**src/rtl/hdmi_video_timing.sv**
```systemverilog
// hdmi_video_timing
//   Raster timing generator for the HDMI pixel-clock domain. A free-running
//   h/v counter pair is decoded into a registered request stage (req_*), which
//   tells the pixel source which pixel to fetch. A PIPE_DLY-deep shift pipeline
//   then re-times that decode onto de/x/y/hsync/vsync, so the fetched pixel and
//   its timing arrive at the encoder together.
//
// Ports
//   clk_pix      pixel clock
//   srst_n       synchronous active-low reset
//   req_valid    pixel (req_x, req_y) is needed exactly PIPE_DLY cycles from now
//   req_x/req_y  requested coordinate (0 outside active video)
//   de           data enable
//   x/y          coordinate of the current output pixel (0 when de = 0)
//   hsync/vsync  sync outputs, active level set by HS_POL/VS_POL
//   line_start   one-cycle pulse with the first de of each line
//   frame_start  one-cycle pulse with the first de of each frame
module hdmi_video_timing #(
  parameter int H_ACTIVE = 1280,
  parameter int H_FP     = 110,
  parameter int H_SYNC   = 40,
  parameter int H_BP     = 220,
  parameter int V_ACTIVE = 720,
  parameter int V_FP     = 5,
  parameter int V_SYNC   = 5,
  parameter int V_BP     = 20,
  parameter int HS_POL   = 1,
  parameter int VS_POL   = 1,
  parameter int PIPE_DLY = 2,
  parameter int CNT_W    = 12
) (
  input  logic             clk_pix,
  input  logic             srst_n,
  output logic             req_valid,
  output logic [CNT_W-1:0] req_x,
  output logic [CNT_W-1:0] req_y,
  output logic             de,
  output logic [CNT_W-1:0] x,
  output logic [CNT_W-1:0] y,
  output logic             hsync,
  output logic             vsync,
  output logic             line_start,
  output logic             frame_start
);

  localparam int H_TOTAL = H_ACTIVE + H_FP + H_SYNC + H_BP;
  localparam int V_TOTAL = V_ACTIVE + V_FP + V_SYNC + V_BP;

  if (H_TOTAL >= (2 ** CNT_W) || V_TOTAL >= (2 ** CNT_W)) begin : g_bad_total
    $error("hdmi_video_timing: raster totals do not fit in CNT_W bits");
  end
  if (PIPE_DLY < 1 || PIPE_DLY > 8) begin : g_bad_dly
    $error("hdmi_video_timing: PIPE_DLY must be 1..8");
  end

  localparam logic [CNT_W-1:0] H_LAST = CNT_W'(H_TOTAL - 1);
  localparam logic [CNT_W-1:0] V_LAST = CNT_W'(V_TOTAL - 1);
  localparam logic [CNT_W-1:0] H_ACT  = CNT_W'(H_ACTIVE);
  localparam logic [CNT_W-1:0] V_ACT  = CNT_W'(V_ACTIVE);
  localparam logic [CNT_W-1:0] HS_BEG = CNT_W'(H_ACTIVE + H_FP);
  localparam logic [CNT_W-1:0] HS_END = CNT_W'(H_ACTIVE + H_FP + H_SYNC);
  localparam logic [CNT_W-1:0] VS_BEG = CNT_W'(V_ACTIVE + V_FP);
  localparam logic [CNT_W-1:0] VS_END = CNT_W'(V_ACTIVE + V_FP + V_SYNC);
  localparam logic             HS_ON  = (HS_POL != 0);
  localparam logic             VS_ON  = (VS_POL != 0);

  typedef struct packed {
    logic             act;
    logic             hs;
    logic             vs;
    logic [CNT_W-1:0] hc;  // already forced to 0 outside active video
    logic [CNT_W-1:0] vc;
  } stage_t;

  logic [CNT_W-1:0] hcnt;
  logic [CNT_W-1:0] vcnt;
  stage_t           dec;
  stage_t           pipe [PIPE_DLY];  // pipe[0] is the req stage
  stage_t           last;

  always_comb begin
    dec     = '0;
    dec.act = (hcnt < H_ACT) && (vcnt < V_ACT);
    dec.hs  = (hcnt >= HS_BEG) && (hcnt < HS_END);
    // vsync depends on vcnt only, so it naturally switches at hcnt = 0
    dec.vs  = (vcnt >= VS_BEG) && (vcnt < VS_END);
    dec.hc  = dec.act ? hcnt : '0;
    dec.vc  = dec.act ? vcnt : '0;
  end

  assign last = pipe[PIPE_DLY-1];

  always_ff @(posedge clk_pix) begin
    if (!srst_n) begin
      hcnt        <= '0;
      vcnt        <= '0;
      for (int i = 0; i < PIPE_DLY; i++) pipe[i] <= '0;
      de          <= 1'b0;
      x           <= '0;
      y           <= '0;
      hsync       <= !HS_ON;
      vsync       <= !VS_ON;
      line_start  <= 1'b0;
      frame_start <= 1'b0;
    end else begin
      if (hcnt == H_LAST) begin
        hcnt <= '0;
        vcnt <= (vcnt == V_LAST) ? '0 : vcnt + 1'b1;
      end else begin
        hcnt <= hcnt + 1'b1;
      end

      pipe[0] <= dec;
      for (int i = 1; i < PIPE_DLY; i++) pipe[i] <= pipe[i-1];

      de          <= last.act;
      x           <= last.hc;
      y           <= last.vc;
      hsync       <= last.hs ? HS_ON : !HS_ON;
      vsync       <= last.vs ? VS_ON : !VS_ON;
      line_start  <= last.act && (last.hc == '0);
      frame_start <= last.act && (last.hc == '0) && (last.vc == '0);
    end
  end

  assign req_valid = pipe[0].act;
  assign req_x     = pipe[0].hc;
  assign req_y     = pipe[0].vc;

endmodule

```
**config.mk**
```make
export PLATFORM = sky130hd
export DESIGN_NAME = hdmi_video_timing
export DESIGN_NICKNAME = d
export VERILOG_FILES = /design/src/rtl/hdmi_video_timing.sv
export SDC_FILE = /design/constraint.sdc
export NUM_CORES = 1
export LEC_CHECK = 0
export CAP_MARGIN = 20
export CORE_MARGIN = 5
export CORE_UTILIZATION = 57
export DETAILED_ROUTE_END_ITERATION = 16
export GPL_TIMING_DRIVEN = 0
export HOLD_SLACK_MARGIN = 0.02
export PLACE_DENSITY = 0.95
export SKIP_LAST_GASP = 1
export SYNTH_ARGS = -nofsm -noshare
export SYNTH_HDL_FRONTEND = slang
export SYNTH_SLANG_ARGS = --single-unit
```
**constraint.sdc**
```tcl
create_clock -name clk_pix -period 6.1 [get_ports clk_pix]
set_input_delay 1.22 -clock clk_pix [delete_from_list [all_inputs] [get_ports clk_pix]]
set_output_delay 1.22 -clock clk_pix [all_outputs]
set_load 0.05 [all_outputs]
```
==> impl_metrics.toml <==
[cells_and_area]
diodes = 0
layout-drive-gt1-share_pct = 10.57
areaGrowthSynthToFinish_pct = 22.67
multiInputGateArea_um2 = 1304
finalNonFillerCells = 512
final_net_count = 437
num-fill-cells = 390
ff_latch_area_um2 = 2142

[power_and_ir_drop]
power.switching_mw = 0.2845
internal-power_mw = 0.8792
p_per_area_nw_per_um2 = 255.0
p_leak_nw = 1.737
total_power_mw = 1.164
pwr-share-seq_pct = 61.1
combPwrFrac_pct = 4.4
max-vdd-ir-drop_mv = 0.1827
swShare_pct = 24.45
power_frac_clock_pct = 34.4

[setup_path]
startpoint_type = "flop"
crit_arrival_ns = 1.66
worst-path-max-fanout = 2
crit_start = "pipe[0][13]"
reg2reg_from = "hcnt[0]"
worstSetupPathType = "flop to primary output"
worst-endpoint-required_ns = 4.88
end_kind = "primary output"

[die]
start_util_pct = 58.58
placementRows = 29
dieArea_um2 = 8242
die_x_um = 90.79
core_um2 = 6350
num_io_pins = 56
die-height_um = 90.79

[clock_network]
cts_root_buffer = "clkbuf_8"
cts_resized = 0
cts_hold_buffers = 0
cts_buffers = 9
cts_buffer_depth = 2
clk_pin_slew_ns = 0.10
htree_num_levels = 3
cts_tree = "yes"
post_cts_buffers = 0
clock-sinks = 107
clkLatencyLatePin_ns = 0.37

[hold_path]
holdCritStartpoint = "pipe[0][51]"
hold_class = "flop to flop"

[synthesis]
synthCells = 362
synth_area_leaders = "dfxtp_1, and2_1, buf_4"
syn_area_um2 = 3720
synth_top_area_share_pct = 57.58
ys.flop_type = "dfxtp_1"
synth_cell_types = 38
synth.avg_cell_area_um2 = 10.28
ys_warn_count = 0
synth-seq-cells = 107
synth_top_cell_by_area = "dfxtp_1"
synth_enable_flop_cells = 0
synthArstFlopShare_pct = 0
seq_area_frac_synth_pct = 57.58

[timing]
hold_viol = 0
rsz0062_at_grt = "no"
max_slew.worst_pin.slew_ns = 0.6057
finalSetupTns_ns = 0
slew_viol_final = 0
fmax_mhz = 347.0
period_needed_ns = 2.882
holdWs_ns = 0.4448
setup_viol = 0
skew_ns = 0.01156
slew_headroom_pct = 59.35
finalCritPeriodShare_pct = 47.24

[place]
dpl.hpwl_mm = 5.379
placed_cells = 496
portBuffers = 55
place_congestion = 0.8440

[detailed_routing]
dr.pass1.iters = 4
route.detailed.drc = 0
ant_nets = 0
viasPerCell = 5.154
drt_iter0_markers = 102
vias = 2639
wire_per_inst_um = 14.87
finalWirelength_mm = 7.614

[job]
maxCapViolations = 0

[grt]
grt_pass1_vias = 2663
grt_use_total_pct = 19.10
grt_pass1_wl_mm = 12.77
grt-ovfl-total = 0
grt_max_degree = 20
antenna_found_initial = 0

[run_status]
outcome = "finished, final reports clean"
-- power groups by stage --
stage / Clock (mW) / Combinational [mW] / Sequential, mW
after CTS: 0.406 / 0.0518 / 0.711
after global placement: 0 / 0.0493 / 0.727
after global routing: 0.439 / 0.0550 / 0.713
after detailed placement: 0 / 0.0508 / 0.727
after floorplan: 0 / 0.0277 / 0.734
final: 0.401 / 0.0515 / 0.711
-- cells in the mapped netlist, drive strengths merged (2+ instances only) --
| cell type | n |
|---|---|
| nand3 | 9 |
| nor4b | 2 |
| nand4b | 2 |
| nand2 | 16 |
| clkbuf | 13 |
| and4 | 5 |
| and2 | 76 |
| or4 | 5 |
| buf | 26 |
| o31ai | 2 |
| nand4 | 4 |
| or3 | 7 |
| inv | 9 |
| xnor2 | 5 |
| nor4 | 7 |
| a211oi | 2 |
| a21oi | 13 |
| xor2 | 5 |
| ha | 5 |
| nor3 | 4 |
| nand3b | 2 |
| dfxtp | 107 |
| o21ai | 8 |
| nor2 | 15 |
| a31oi | 3 |
| and3 | 2 |
-- through the flow --
step | area (um2) | utilization, % | setup WS [ns]
after floorplan | 3727 | - | 3.887
after global placement | 4374 | 68.89 | 3.156
after CTS | 4563 | 71.86 | 3.200
final | 4563 | 71.86 | 3.218
after detailed placement | 4374 | 68.89 | 3.136
after global routing | 4563 | 71.86 | 3.172
-- cell usage in the layout (no fill, tap or decap), types with 2 or more instances in the layout --
cell type          n
xnor2_1            5
o31ai_1            2
a21oi_1           12
clkdlybuf4s50_1   55
conb_1             3
ha_1               5
nand3_1            9
buf_4             25
clkbuf_1          13
nand4b_1           2
and2_1            76
and4_1             5
nor4_1             7
clkinv_4           2
or4_4              2
o21ai_0            7
clkbuf_8           9
nand4_1            4
inv_1              9
nand2_1           16
xor2_1             5
nor4b_1            2
dfxtp_1          107
or3_1              7
nor2_1            15
a31oi_1            3
and3_1             2
nand3b_1           2
or4_1              3
nor3_1             4
a211oi_1           2
clkinvlp_4         2
-- worst paths after layout --
check	end	slack, ns	cells past startpoint
setup reg to reg	hcnt[3]	3.63	7
hold / removal	vsync	0.44	1
setup / recovery	req_x[1]	3.22	2
hold reg to reg	vsync	0.44	1
-- layer usage --
metal	vias to the layer above	GRT usage [%]	wire, um
met5	-	0	0
met4	0	8.068	208
met3	19	3.750	374
met2	93	34.81	4009
met1	1210	21.44	3021
li1	1317	-	-
-- critical path: stages (launching register included) --
cell and delay, ns:
dfxtp_1 0.37, buf_4 0.14, clkdlybuf4s50_1 0.80
-- cell type report --
class | count | share of cell area [%]
Multi-Input combinational cell | 209 | 28.57
Sequential cell | 107 | 46.94
Clock inverter | 7 | 1.426
Buffer | 39 | 5.429
Tap cell | 77 | 2.111
Inverter | 9 | 0.7403
Clock buffer | 9 | 2.715
Timing Repair Buffer | 55 | 12.06
-- registers in the layout (all words and copies together), names as in the netlist --
name,flops
hsync,1
pipe,54
line_start,1
x,12
frame_start,1
y,12
vsync,1
de,1
vcnt,12
hcnt,12
-- kinds of logic after synthesis --
group                    Yosys count  share of synthesized area [%]
AND/OR/NAND/NOR                  159                          25.53
flip-flops                       107                          57.58
buffers and inverters             48                          7.568
AO/OA/AOI/OAI                     32                          5.180
XOR/XNOR                          10                          2.354
adder cells (fa/ha/maj)            5                          1.682
other                              1                         0.1008
(Power assumes the default switching activity.)
